===== src/rtl/opb_register_ppc2simulink_strobe.sv =====
// OPB slave software register, PPC -> fabric direction.
// The PowerPC writes a 32-bit word that user logic sees on user_data_out.
// Each committed write raises user_data_valid for one cycle.
// A read-only status word at offset 1 reports a 16-bit write counter.
//
// Bit numbering: OPB buses are big-endian, with bit 0 as the MSB.
// They are declared here as descending vectors, so OPB bit k is vector bit W-1-k.
// The physical wiring is unchanged:
//   - OPB_ABus[29] (word offset) is OPB_ABus[2] here.
//   - OPB_BE[0] (byte lane DBus[0:7]) is OPB_BE[3] here.
//
// Bus handshake: a transfer starts when OPB_select is high with an address
// inside the window. Sl_xferAck is high for exactly one cycle, the cycle after
// the request. Sl_DBus carries read data only in that cycle and is zero
// otherwise, because the bus is an OR-bus. The slave then waits for
// OPB_select to drop before it accepts another request. This guarantees a
// single ack per select.
module opb_register_ppc2simulink_strobe #(
  parameter logic [31:0] C_BASEADDR   = 32'h01008600,
  parameter logic [31:0] C_HIGHADDR   = 32'h010086FF,
  parameter int          C_OPB_AWIDTH = 32,
  parameter int          C_OPB_DWIDTH = 32,
  parameter logic [31:0] C_INIT       = 32'h00000000,
  parameter string       C_FAMILY     = "virtex5"
) (
  input  logic                    OPB_Clk,
  input  logic                    OPB_Rst_n,
  input  logic [C_OPB_AWIDTH-1:0] OPB_ABus,
  input  logic [3:0]              OPB_BE,
  input  logic [C_OPB_DWIDTH-1:0] OPB_DBus,
  input  logic                    OPB_RNW,
  input  logic                    OPB_select,
  input  logic                    OPB_seqAddr,
  output logic [C_OPB_DWIDTH-1:0] Sl_DBus,
  output logic                    Sl_xferAck,
  output logic                    Sl_errAck,
  output logic                    Sl_retry,
  output logic                    Sl_toutSup,
  output logic [31:0]             user_data_out,
  output logic                    user_data_valid
);

  typedef enum logic [1:0] {S_IDLE, S_ACK, S_HOLD} state_t;

  state_t      state_q, state_d;
  logic [1:0]  rst_sync_q;
  logic        rst_n;
  logic        hit;
  logic        off_q, rnw_q;
  logic [3:0]  be_q;
  logic [31:0] dbus_q;
  logic [31:0] data_q, data_d;
  logic [15:0] wr_count_q, wr_count_d;
  logic        valid_q;
  logic        wr_commit;
  logic        unused_ok;

  // Sequential-access hint and the family string do not affect behaviour.
  assign unused_ok = OPB_seqAddr ^ (C_FAMILY != "");

  // Reset asserts at once and releases on a clock edge.
  always_ff @(posedge OPB_Clk or negedge OPB_Rst_n) begin
    if (!OPB_Rst_n) rst_sync_q <= 2'b00;
    else            rst_sync_q <= {rst_sync_q[0], 1'b1};
  end
  assign rst_n = rst_sync_q[1];

  assign hit = OPB_select && (OPB_ABus >= C_BASEADDR) && (OPB_ABus <= C_HIGHADDR);

  // State register for the transfer FSM.
  always_ff @(posedge OPB_Clk or negedge rst_n) begin
    if (!rst_n) state_q <= S_IDLE;
    else        state_q <= state_d;
  end

  // Next state: HOLD is always visited, so a long select never gets a second ack.
  always_comb begin
    state_d = state_q;
    case (state_q)
      S_IDLE:  if (hit) state_d = S_ACK;
      S_ACK:   state_d = S_HOLD;
      S_HOLD:  if (!OPB_select) state_d = S_IDLE;
      default: state_d = S_IDLE;
    endcase
  end

  // Capture the request when it is accepted; it is used during ACK.
  always_ff @(posedge OPB_Clk or negedge rst_n) begin
    if (!rst_n) begin
      off_q  <= 1'b0;
      rnw_q  <= 1'b1;
      be_q   <= 4'b0000;
      dbus_q <= 32'h0;
    end else if (state_q == S_IDLE && hit) begin
      off_q  <= OPB_ABus[2];
      rnw_q  <= OPB_RNW;
      be_q   <= OPB_BE;
      dbus_q <= OPB_DBus;
    end
  end

  assign wr_commit = (state_q == S_ACK) && !rnw_q && !off_q;

  // Byte-merge write data and bump the delivery counter (wraps naturally).
  always_comb begin
    data_d     = data_q;
    wr_count_d = wr_count_q;
    if (wr_commit) begin
      for (int i = 0; i < 4; i++) begin
        if (be_q[i]) data_d[8*i +: 8] = dbus_q[8*i +: 8];
      end
      wr_count_d = wr_count_q + 16'd1;
    end
  end

  // Data register, counter and strobe all update on the ACK edge together.
  always_ff @(posedge OPB_Clk or negedge rst_n) begin
    if (!rst_n) begin
      data_q     <= C_INIT;
      wr_count_q <= 16'h0000;
      valid_q    <= 1'b0;
    end else begin
      data_q     <= data_d;
      wr_count_q <= wr_count_d;
      valid_q    <= wr_commit;
    end
  end

  assign Sl_xferAck      = (state_q == S_ACK);
  assign Sl_DBus         = (Sl_xferAck && rnw_q) ? (off_q ? {16'h0000, wr_count_q} : data_q) : '0;
  assign Sl_errAck       = 1'b0;
  assign Sl_retry        = 1'b0;
  assign Sl_toutSup      = 1'b0;
  assign user_data_out   = data_q;
  assign user_data_valid = valid_q;

endmodule


===== config.mk =====
export PLATFORM = sky130hd
export DESIGN_NAME = opb_register_ppc2simulink_strobe
export DESIGN_NICKNAME = d
export VERILOG_FILES = /design/src/rtl/opb_register_ppc2simulink_strobe.sv
export SDC_FILE = /design/constraint.sdc
export NUM_CORES = 1
export LEC_CHECK = 0
export ABC_AREA = 1
export BUFFER_PORTS_ARGS = -buffer_cell sky130_fd_sc_hd__clkbuf_2
export CORE_ASPECT_RATIO = 0.8
export CORE_MARGIN = 2
export CORE_UTILIZATION = 50
export DETAILED_ROUTE_END_ITERATION = 6
export PLACE_DENSITY_LB_ADDON = 0.3
export SETUP_SLACK_MARGIN = 0.05
export SYNTH_ARGS = -nofsm -noshare
export SYNTH_HDL_FRONTEND = slang
export SYNTH_SLANG_ARGS = --single-unit
export TNS_END_PERCENT = 50

===== constraint.sdc =====
create_clock -name OPB_Clk -period 3.53 [get_ports OPB_Clk]
set_input_delay 0.1765 -clock OPB_Clk [delete_from_list [all_inputs] [get_ports OPB_Clk]]
set_output_delay 0.1765 -clock OPB_Clk [all_outputs]
set_load 0.05 [all_outputs]

==> run summary, run 1 <==
The run finished with clean final reports. Yosys printed 0 warnings. The first-pass detailed-route iteration total came out at 4. The power density normalized to cell area came out at 353.7 nW/um^2.

The count of H-tree levels built during CTS came out at 3. The final wirelength is 9584 um. The via density per instance is 4.977. The congestion estimate from routability-driven global placement came to 0.8093. The TritonCTS clock tree is yes. The half-perimeter wire length after placement came out at 6842 um. The clock power share is 39.3%. The die extent in y came out at 86.79 um. The die area came out at 9329 um^2.

The total congestion overflow came out at 0. The critical path endpoint category is a primary output. The final setup TNS is 0 ps. The top-level I/O count is 142. Of the cells placed in the final design, the portion with a size suffix greater than 1 is 23.67%. The average instance area after synthesis came out at 7.719 um^2. The number of fill cells is 818.

The number of antenna violations at the first check in global routing came out at 0. Setup repair after global routing left no endpoint under its margin. The kind of cell with the highest combined delay along the critical path is buffers and inverters. The post-synthesis instance area is 4284 um^2. Of the available clock period, the critical path in the final layout requires 74.28%. The width of the die came out at 107.5 um. Among all stages on the critical path, the largest delay is contributed by sky130_fd_sc_hd__inv_1. Across all layers, the routed design uses 3,922 vias. The buffer count from post-CTS setup fixing came out at 0. Walking the worst path, the cells encountered are inv_1 > nand2_1 > a21oi_1 > clkbuf_2.

From synthesis to final layout, the design area changed by 20.59%. The setup check on the worst reg-to-reg path leaves a slack of 1330 ps. The start-to-end type of the worst setup path is flip-flop to primary output. Synthesis produced a netlist whose cell count is 555.

The CTS clock-pin slew for the worst setup and hold paths came out at 90 ps. The number of global-route vias before repair is 3,380. The initial core utilization came out at 50.95%. The path category of the worst min-delay check is input pin to flip-flop. Once the clock tree was built, the resizer swapped 0 gates to a different size. Combinational cells account for 2.6% of the total power. In this run switching power makes up 22.12% of total power. The number of buffers inserted by port buffering is 130. The number of endpoints failing setup at the final stage came out at 0. The clock skew after layout is 10.77 ps. The worst-case vdd ir drop came out at 206.4 uV. The maximum number of buffers from clock root to sink came out at 2. For this design the static power due to leakage is 2.862 nW. The number of different library cells in the post-synthesis netlist came out at 25. The count of routing violations after the opening detailed-route iteration is 191.

The proportion of synthesized chip area in sequential cells came out at 53.18%. The first-pass GRT wire length came out at 15,680 um. The power spent charging and discharging nets came out at 0.4042 mW.

The floorplan core area is 8408 um^2. The count of hold buffers inserted by post-cts repair is 1. The total internal power is 1.423 mW. The headroom to the max-slew limit is 26.85%. The data arrival time of the critical path came out at 2450 ps. The antenna cell count is 0.

The fraction of power consumed by sequential logic came out at 58.1%. The CTS sink count came out at 91. The sum of buffers and inverters on the critical path came out at 2. Of all nets on the critical path, the largest fanout is 32. The total power came out at 1.827 mW.

The launching element type of the critical path is a flip-flop. In the final layout, the multi-input gates occupy 1769 um^2. The actual slew at the worst max-slew pin is 1097 ps. The max capacitance violation total came out at 0.

The pin count of the biggest net entering global routing is 90. Buffers inserted during clock tree synthesis total 9. The global-route total usage across every layer is 21.07%. The remaining antenna violation count after routing came out at 0. The count of state elements after synthesis is 91. The remaining design rule violation count is 0.

The maximum clock rate is 381.4 MHz. In the final design database the tool counted 745 nets. The buffer type at the clock tree root is sky130_fd_sc_hd__clkbuf_8. After layout, the minimum clock period comes to 2622 ps.

The register area is 2282 um^2. The worst stage delay on the critical path came out at 840 ps. The clock reaches the later pin of the worst-skew pair after 340 ps. The data required time at the worst endpoint came out at 3350 ps. The per-cell routed wire length is 12.16 um.

The number of placement rows came out at 30. The number of failing hold endpoints at the final stage is 0. The total count of max-transition violations in the final report came to 0.
[cell usage after synthesis]
| library cell | number | area (um^2) |
|---|---|---|
| sky130_fd_sc_hd__nand3b_1 | 2 | 15.01 |
| sky130_fd_sc_hd__nand4_1 | 5 | 31.28 |
| sky130_fd_sc_hd__buf_1 | 3 | 11.26 |
| sky130_fd_sc_hd__xor2_1 | 5 | 43.79 |
| sky130_fd_sc_hd__nand2_2 | 1 | 6.260 |
| sky130_fd_sc_hd__o21ai_0 | 5 | 25.02 |
| sky130_fd_sc_hd__nor2_2 | 3 | 18.77 |
| sky130_fd_sc_hd__dfstp_2 | 1 | 26.28 |
| sky130_fd_sc_hd__xnor2_1 | 3 | 26.28 |
| sky130_fd_sc_hd__nand3_1 | 74 | 370.4 |
| sky130_fd_sc_hd__ha_1 | 1 | 12.51 |
| sky130_fd_sc_hd__a21oi_1 | 16 | 80.08 |
| sky130_fd_sc_hd__conb_1 | 2 | 7.510 |
| sky130_fd_sc_hd__nand2_4 | 1 | 11.26 |
| sky130_fd_sc_hd__buf_6 | 1 | 11.26 |
| sky130_fd_sc_hd__dfrtp_1 | 90 | 2252 |
| sky130_fd_sc_hd__buf_2 | 7 | 35.03 |
| sky130_fd_sc_hd__clkbuf_1 | 11 | 41.29 |
| sky130_fd_sc_hd__nor2_1 | 49 | 183.9 |
| sky130_fd_sc_hd__o21ai_1 | 1 | 5.000 |
| sky130_fd_sc_hd__inv_2 | 1 | 3.750 |
| sky130_fd_sc_hd__inv_1 | 21 | 78.83 |
| sky130_fd_sc_hd__buf_4 | 9 | 67.56 |
| sky130_fd_sc_hd__nand2_1 | 242 | 908.4 |
| sky130_fd_sc_hd__nor2_4 | 1 | 11.26 |
[tightest hold or removal path: stages]
cell and delay [ps]:
sky130_fd_sc_hd__clkbuf_2 90, sky130_fd_sc_hd__nand2_1 50, sky130_fd_sc_hd__nand2_1 40
[sequential cells by signal (all words and copies together), names as in the netlist]
name / flops
dbus_q: 32
user_data_out: 32
wr_count_q: 16
be_q: 4
rst_sync_q: 2
state_q: 2
off_q: 1
rnw_q: 1
user_data_valid: 1
[cell type report]
| type | count | area share (%) |
|---|---|---|
| Sequential cell | 91 | 44.18 |
| Multi-Input combinational cell | 413 | 34.25 |
| Timing Repair Buffer | 134 | 13.22 |
| Tap cell | 112 | 2.713 |
| Clock buffer | 10 | 2.664 |
| Inverter | 22 | 1.598 |
| Clock inverter | 6 | 1.380 |
[power groups by stage]
stage                     registers (mW)  logic, mW  clock network [mW]
after global placement              1.08     0.0468                   0
after detailed placement            1.08     0.0477                   0
after global routing                1.07     0.0535               0.786
after floorplan                     1.08     0.0137                   0
after CTS                           1.06     0.0487               0.743
final                               1.06     0.0483               0.718
[layer usage]
| metal | part of all wire [%] | GRT usage (%) | routed length [um] | vias up |
|---|---|---|---|---|
| li1 | - | - | - | 1971 |
| met3 | 6.3 | 4.662 | 604 | 7 |
| met4 | 0.86 | 5.711 | 82 | 0 |
| met2 | 46 | 33.16 | 4423 | 117 |
| met1 | 47 | 29.79 | 4473 | 1827 |
| met5 | 0 | 0 | 0 | - |
[kinds of logic after synthesis]
logic type / synth area share (%)
other: 0.1753
flip-flops: 53.18
AO/OA/AOI/OAI: 2.570
adder cells (fa/ha/maj): 0.2920
buffers and inverters: 5.812
AND/OR/NAND/NOR: 36.33
XOR/XNOR: 1.636
[through the flow]
stage	instance area, um^2	cells	hold slack, ps	util, %	worst slack (ps)
CTS	5166	788	23.96	61.44	872.0
finish	5166	788	46.24	61.44	908.0
global placement	4947	771	-37.20	58.84	1376
floorplan	4292	557	-119.1	-	809.4
global route	5166	788	35.24	61.44	752.2
detailed placement	4947	771	-34.95	58.84	1259
[placed cells by master, fill, tap and decap left out]
cell,n
sky130_fd_sc_hd__nand2_1,242
sky130_fd_sc_hd__clkbuf_2,130
sky130_fd_sc_hd__dfrtp_1,89
sky130_fd_sc_hd__nand3_1,74
sky130_fd_sc_hd__nor2_1,47
sky130_fd_sc_hd__inv_1,21
sky130_fd_sc_hd__a21oi_1,16
sky130_fd_sc_hd__clkbuf_8,10
sky130_fd_sc_hd__o21ai_0,5
sky130_fd_sc_hd__nand4_1,5
sky130_fd_sc_hd__nor2_2,5
sky130_fd_sc_hd__xor2_1,5
sky130_fd_sc_hd__conb_1,4
sky130_fd_sc_hd__xnor2_1,3
sky130_fd_sc_hd__buf_4,3
sky130_fd_sc_hd__nand3b_1,2
sky130_fd_sc_hd__inv_6,2
sky130_fd_sc_hd__clkinvlp_4,2
sky130_fd_sc_hd__nor2_4,1
sky130_fd_sc_hd__nand2_4,1
sky130_fd_sc_hd__inv_2,1
sky130_fd_sc_hd__nand2_2,1
sky130_fd_sc_hd__o21ai_1,1
sky130_fd_sc_hd__ha_1,1
sky130_fd_sc_hd__bufinv_16,1
sky130_fd_sc_hd__clkinv_4,1
sky130_fd_sc_hd__dlygate4sd3_1,1
sky130_fd_sc_hd__dfstp_2,1
sky130_fd_sc_hd__dfrtp_4,1
[path summary, 6_finish.rpt]
path                          startpoint                end  cells past startpoint
max reg2reg                        off_q  user_data_out[21]                      6
max in group asynchronous  rst_sync_q[1]            be_q[1]                      0
max                                off_q         Sl_DBus[3]                      4
min in group asynchronous      OPB_Rst_n      rst_sync_q[1]                      2
min reg2reg                rst_sync_q[0]      rst_sync_q[1]                      0
min                           OPB_select         state_q[1]                      3
Power figures use the tool's default switching activity.
==> inputs of run 2 (changes only) <==
Settings changed: CORE_UTILIZATION 50 to 46.
Clock period 3.53 ns to 2.3 ns, I/O delays scaled along.
==> run 2 against run 1 <==
Core utilization down 2.0 points. Worst setup slack worse by 640 ps. Wire length up 5.5%. Clock skew down 3.1 ps. Worst hold slack worse by 38 ps. Total power up 72%. Clock-buffer cell count up 1. Critical path type unchanged. Largest cell class unchanged. Highest routed layer unchanged.
==> run summary, run 2 (same netlist as run 1, synthesis figures left out) <==
The critical path is of the flip-flop to primary output type. In this run the worst hold path is classified as input pin to flip-flop. The number of global-route vias before repair came out at 3,792. Setup repair after global routing left no endpoint under its margin. Dividing the detail-routed wire length by the instance count gives 12.63 um.

STA classifies the critical path startpoint as a flip-flop. After filler insertion, the fill cell instance count of the layout stands at 808. The initial core utilization is 47.40%. Setup violations remaining at the end of the flow were counted as 0.

The die extent in y came out at 90.32 um. The buffer count from post-CTS setup fixing is 0. After floorplanning, the core was sized to cover 9037 um^2. The combinational share of power came out at 3.0%. The start point of the worst min-delay path is OPB_DBus[6].

The design draws 3.150 mW. The total number of nets in the final design came out at 755. Leaving out fill and tap cells, the most frequent cells in the layout are sky130_fd_sc_hd__nand2_1, sky130_fd_sc_hd__clkbuf_2, sky130_fd_sc_hd__dfrtp_1. The antenna cell count came out at 0.

The half-perimeter wire length after placement came out at 7442 um. At the worst endpoint, the required time is 2180 ps. The multi-input logic area came out at 1777 um^2. The width of the die is 111.9 um.

Setup slack on the worst reg-to-reg path comes out at 520 ps. The number of antenna violations at the first check in global routing was 0. The TritonCTS clock tree is yes. The data arrival time of the critical path came out at 1920 ps. In this run the critical register-to-register path is captured at user_data_out[9]. The last weighted congestion value of the routability-driven placer is 0.8359. The number of placement rows is 31. The worst-case vdd ir drop is 514.5 uV. The run finished with clean final reports. The count of H-tree levels built during CTS came out at 3. The maximum number of buffers from clock root to sink came out at 2. Per report_power, the clock group accounts for 45.6% of the total. In this run the tightest slew margin relative to its limit is 60.11%. The number of buffers created by CTS came out at 9. The fraction of power consumed by sequential logic is 51.4%.

Cells with a size suffix above 1 make up 24.34% of the layout. The shortest clock period the worst path allows after layout came out at 2034 ps. The first-pass GRT wire length is 17,300 um. The number of buffers inserted by port buffering came out at 130. The number of failing hold endpoints at the final stage is 0. The register area came out at 2282 um^2. The via density per instance is 4.890. The total congestion overflow came out at 0. The hold-critical path depth is 3. The depth of the worst register-to-register path came out at 8. The proportion of total power due to net switching came out at 20.68%. The top-level I/O count came out at 142. The floorplan step defined a die boundary enclosing 10,110 um^2. The CTS clock-pin slew for the worst setup and hold paths came out at 60 ps. The insertion delay to the later sink of the worst-skew pair is 330 ps. The remaining design rule violation count is 0. Of the available clock period, the critical path in the final layout requires 88.44%. Dividing total power by cell area gives a power density of 586.8 nW/um^2. STA classifies the critical path endpoint as a primary output.

The actual slew at the worst max-slew pin came out at 598.4 ps. The startpoint identified for the worst register-to-register timing path is state_q[1]. The maximum fanout along the worst path is 13. For the final database, setup skew stands at 7.638 ps. After detailed routing, the total wire length is 10,120 um. The power spent charging and discharging nets came out at 0.6516 mW.

The buffer type at the clock tree root is sky130_fd_sc_hd__clkbuf_16. The total count of max-transition violations in the final report came out at 0. The number of vias after detailed routing is 3,917. The count of routing violations after the opening detailed-route iteration is 174. The global-route total usage across every layer came out at 20.81%. The commonest non-fill, non-tap cell in the layout is sky130_fd_sc_hd__nand2_1. The total internal power is 2.499 mW.

The remaining antenna violation count after routing came out at 0. The signed area change from the synthesized netlist to the final layout is 25.32%. The pin count of the biggest net entering global routing is 48.

The CTS sink count is 91. Based on the critical path, the design can be clocked at up to 491.6 MHz. The final setup TNS came out at 0 ps. The worst hold path terminates at dbus_q[6]. The max capacitance violation total is 0. The leakage power is 2.958 nW. The first-pass detailed-route iteration total is 4.
-- run 2: cell types whose count changed in the layout (fill, tap and decap cells not counted), sizes merged --
cell / previous run / this run
clkbuf: 140 / 141
buf: 3 / 11
inv: 24 / 23
dlygate4sd3: 1 / 3
-- run 2: per-stage QoR --
step	utilization [%]	instances	setup slack (ps)	area (um^2)	hold WS [ps]
final	59.41	801	266.0	5369	7.840
after floorplan	-	557	130.2	4293	-180.6
after detailed placement	55.78	782	503.5	5041	-96.85
after global routing	59.41	801	126.3	5369	6.478
after CTS	59.38	801	131.6	5366	1.441
after global placement	55.78	782	556.3	5041	-98.85
-- run 2: worst max path at each step --
stage,start,to,slack (ps),depth (start not counted)
5_1_grt,off_q,Sl_DBus[10],130,5
2_1_floorplan,state_q[1],Sl_DBus[12],130,6
3_3_place_gp,off_q,user_data_out[8],560,6
4_1_cts,state_q[1],Sl_DBus[2],130,7
6_report,off_q,Sl_DBus[10],270,5
3_5_place_dp,state_q[1],Sl_DBus[2],500,7
-- run 2: power groups by stage --
stage                     sequential [mW]  clock (mW)  combinational (mW)
after floorplan                      1.65           0              0.0210
after global routing                 1.62        1.54               0.107
final                                1.62        1.44              0.0948
after global placement               1.65           0              0.0908
after CTS                            1.62        1.47              0.0966
after detailed placement             1.65           0              0.0925
-- run 2: timing repair --
action / 4_1_cts / 5_1_grt
resized for setup: 0 / 1
endpoints found under the hold margin: 4 / 0
endpoints found under the setup margin: 0 / 20
hold buffers: 3 / 0
-- run 2: routing by layer --
metal | global-route usage [%] | vias to the layer above | share of wire (%)
met5 | 0 | - | 0
li1 | - | 1987 | -
met3 | 4.362 | 11 | 5.9
met2 | 34.24 | 118 | 47
met4 | 5.453 | 0 | 1.4
met1 | 28.29 | 1801 | 46
-- run 2: area by class of cell --
type | count | share of cell area (%)
flip-flops and latches | 91 | 42.51
multi-input cells | 413 | 33.09
repair buffers | 144 | 14.68
clock buffers | 11 | 4.335
well taps | 115 | 2.680
inverters | 22 | 1.538
clock inverters | 5 | 1.165
-- run 2: critical path: stages (launching register included) --
cell                       delay, ps
sky130_fd_sc_hd__dfrtp_1         530
sky130_fd_sc_hd__inv_1           300
sky130_fd_sc_hd__buf_4           250
sky130_fd_sc_hd__nand2_1          70
sky130_fd_sc_hd__a21oi_1         150
sky130_fd_sc_hd__clkbuf_2        300
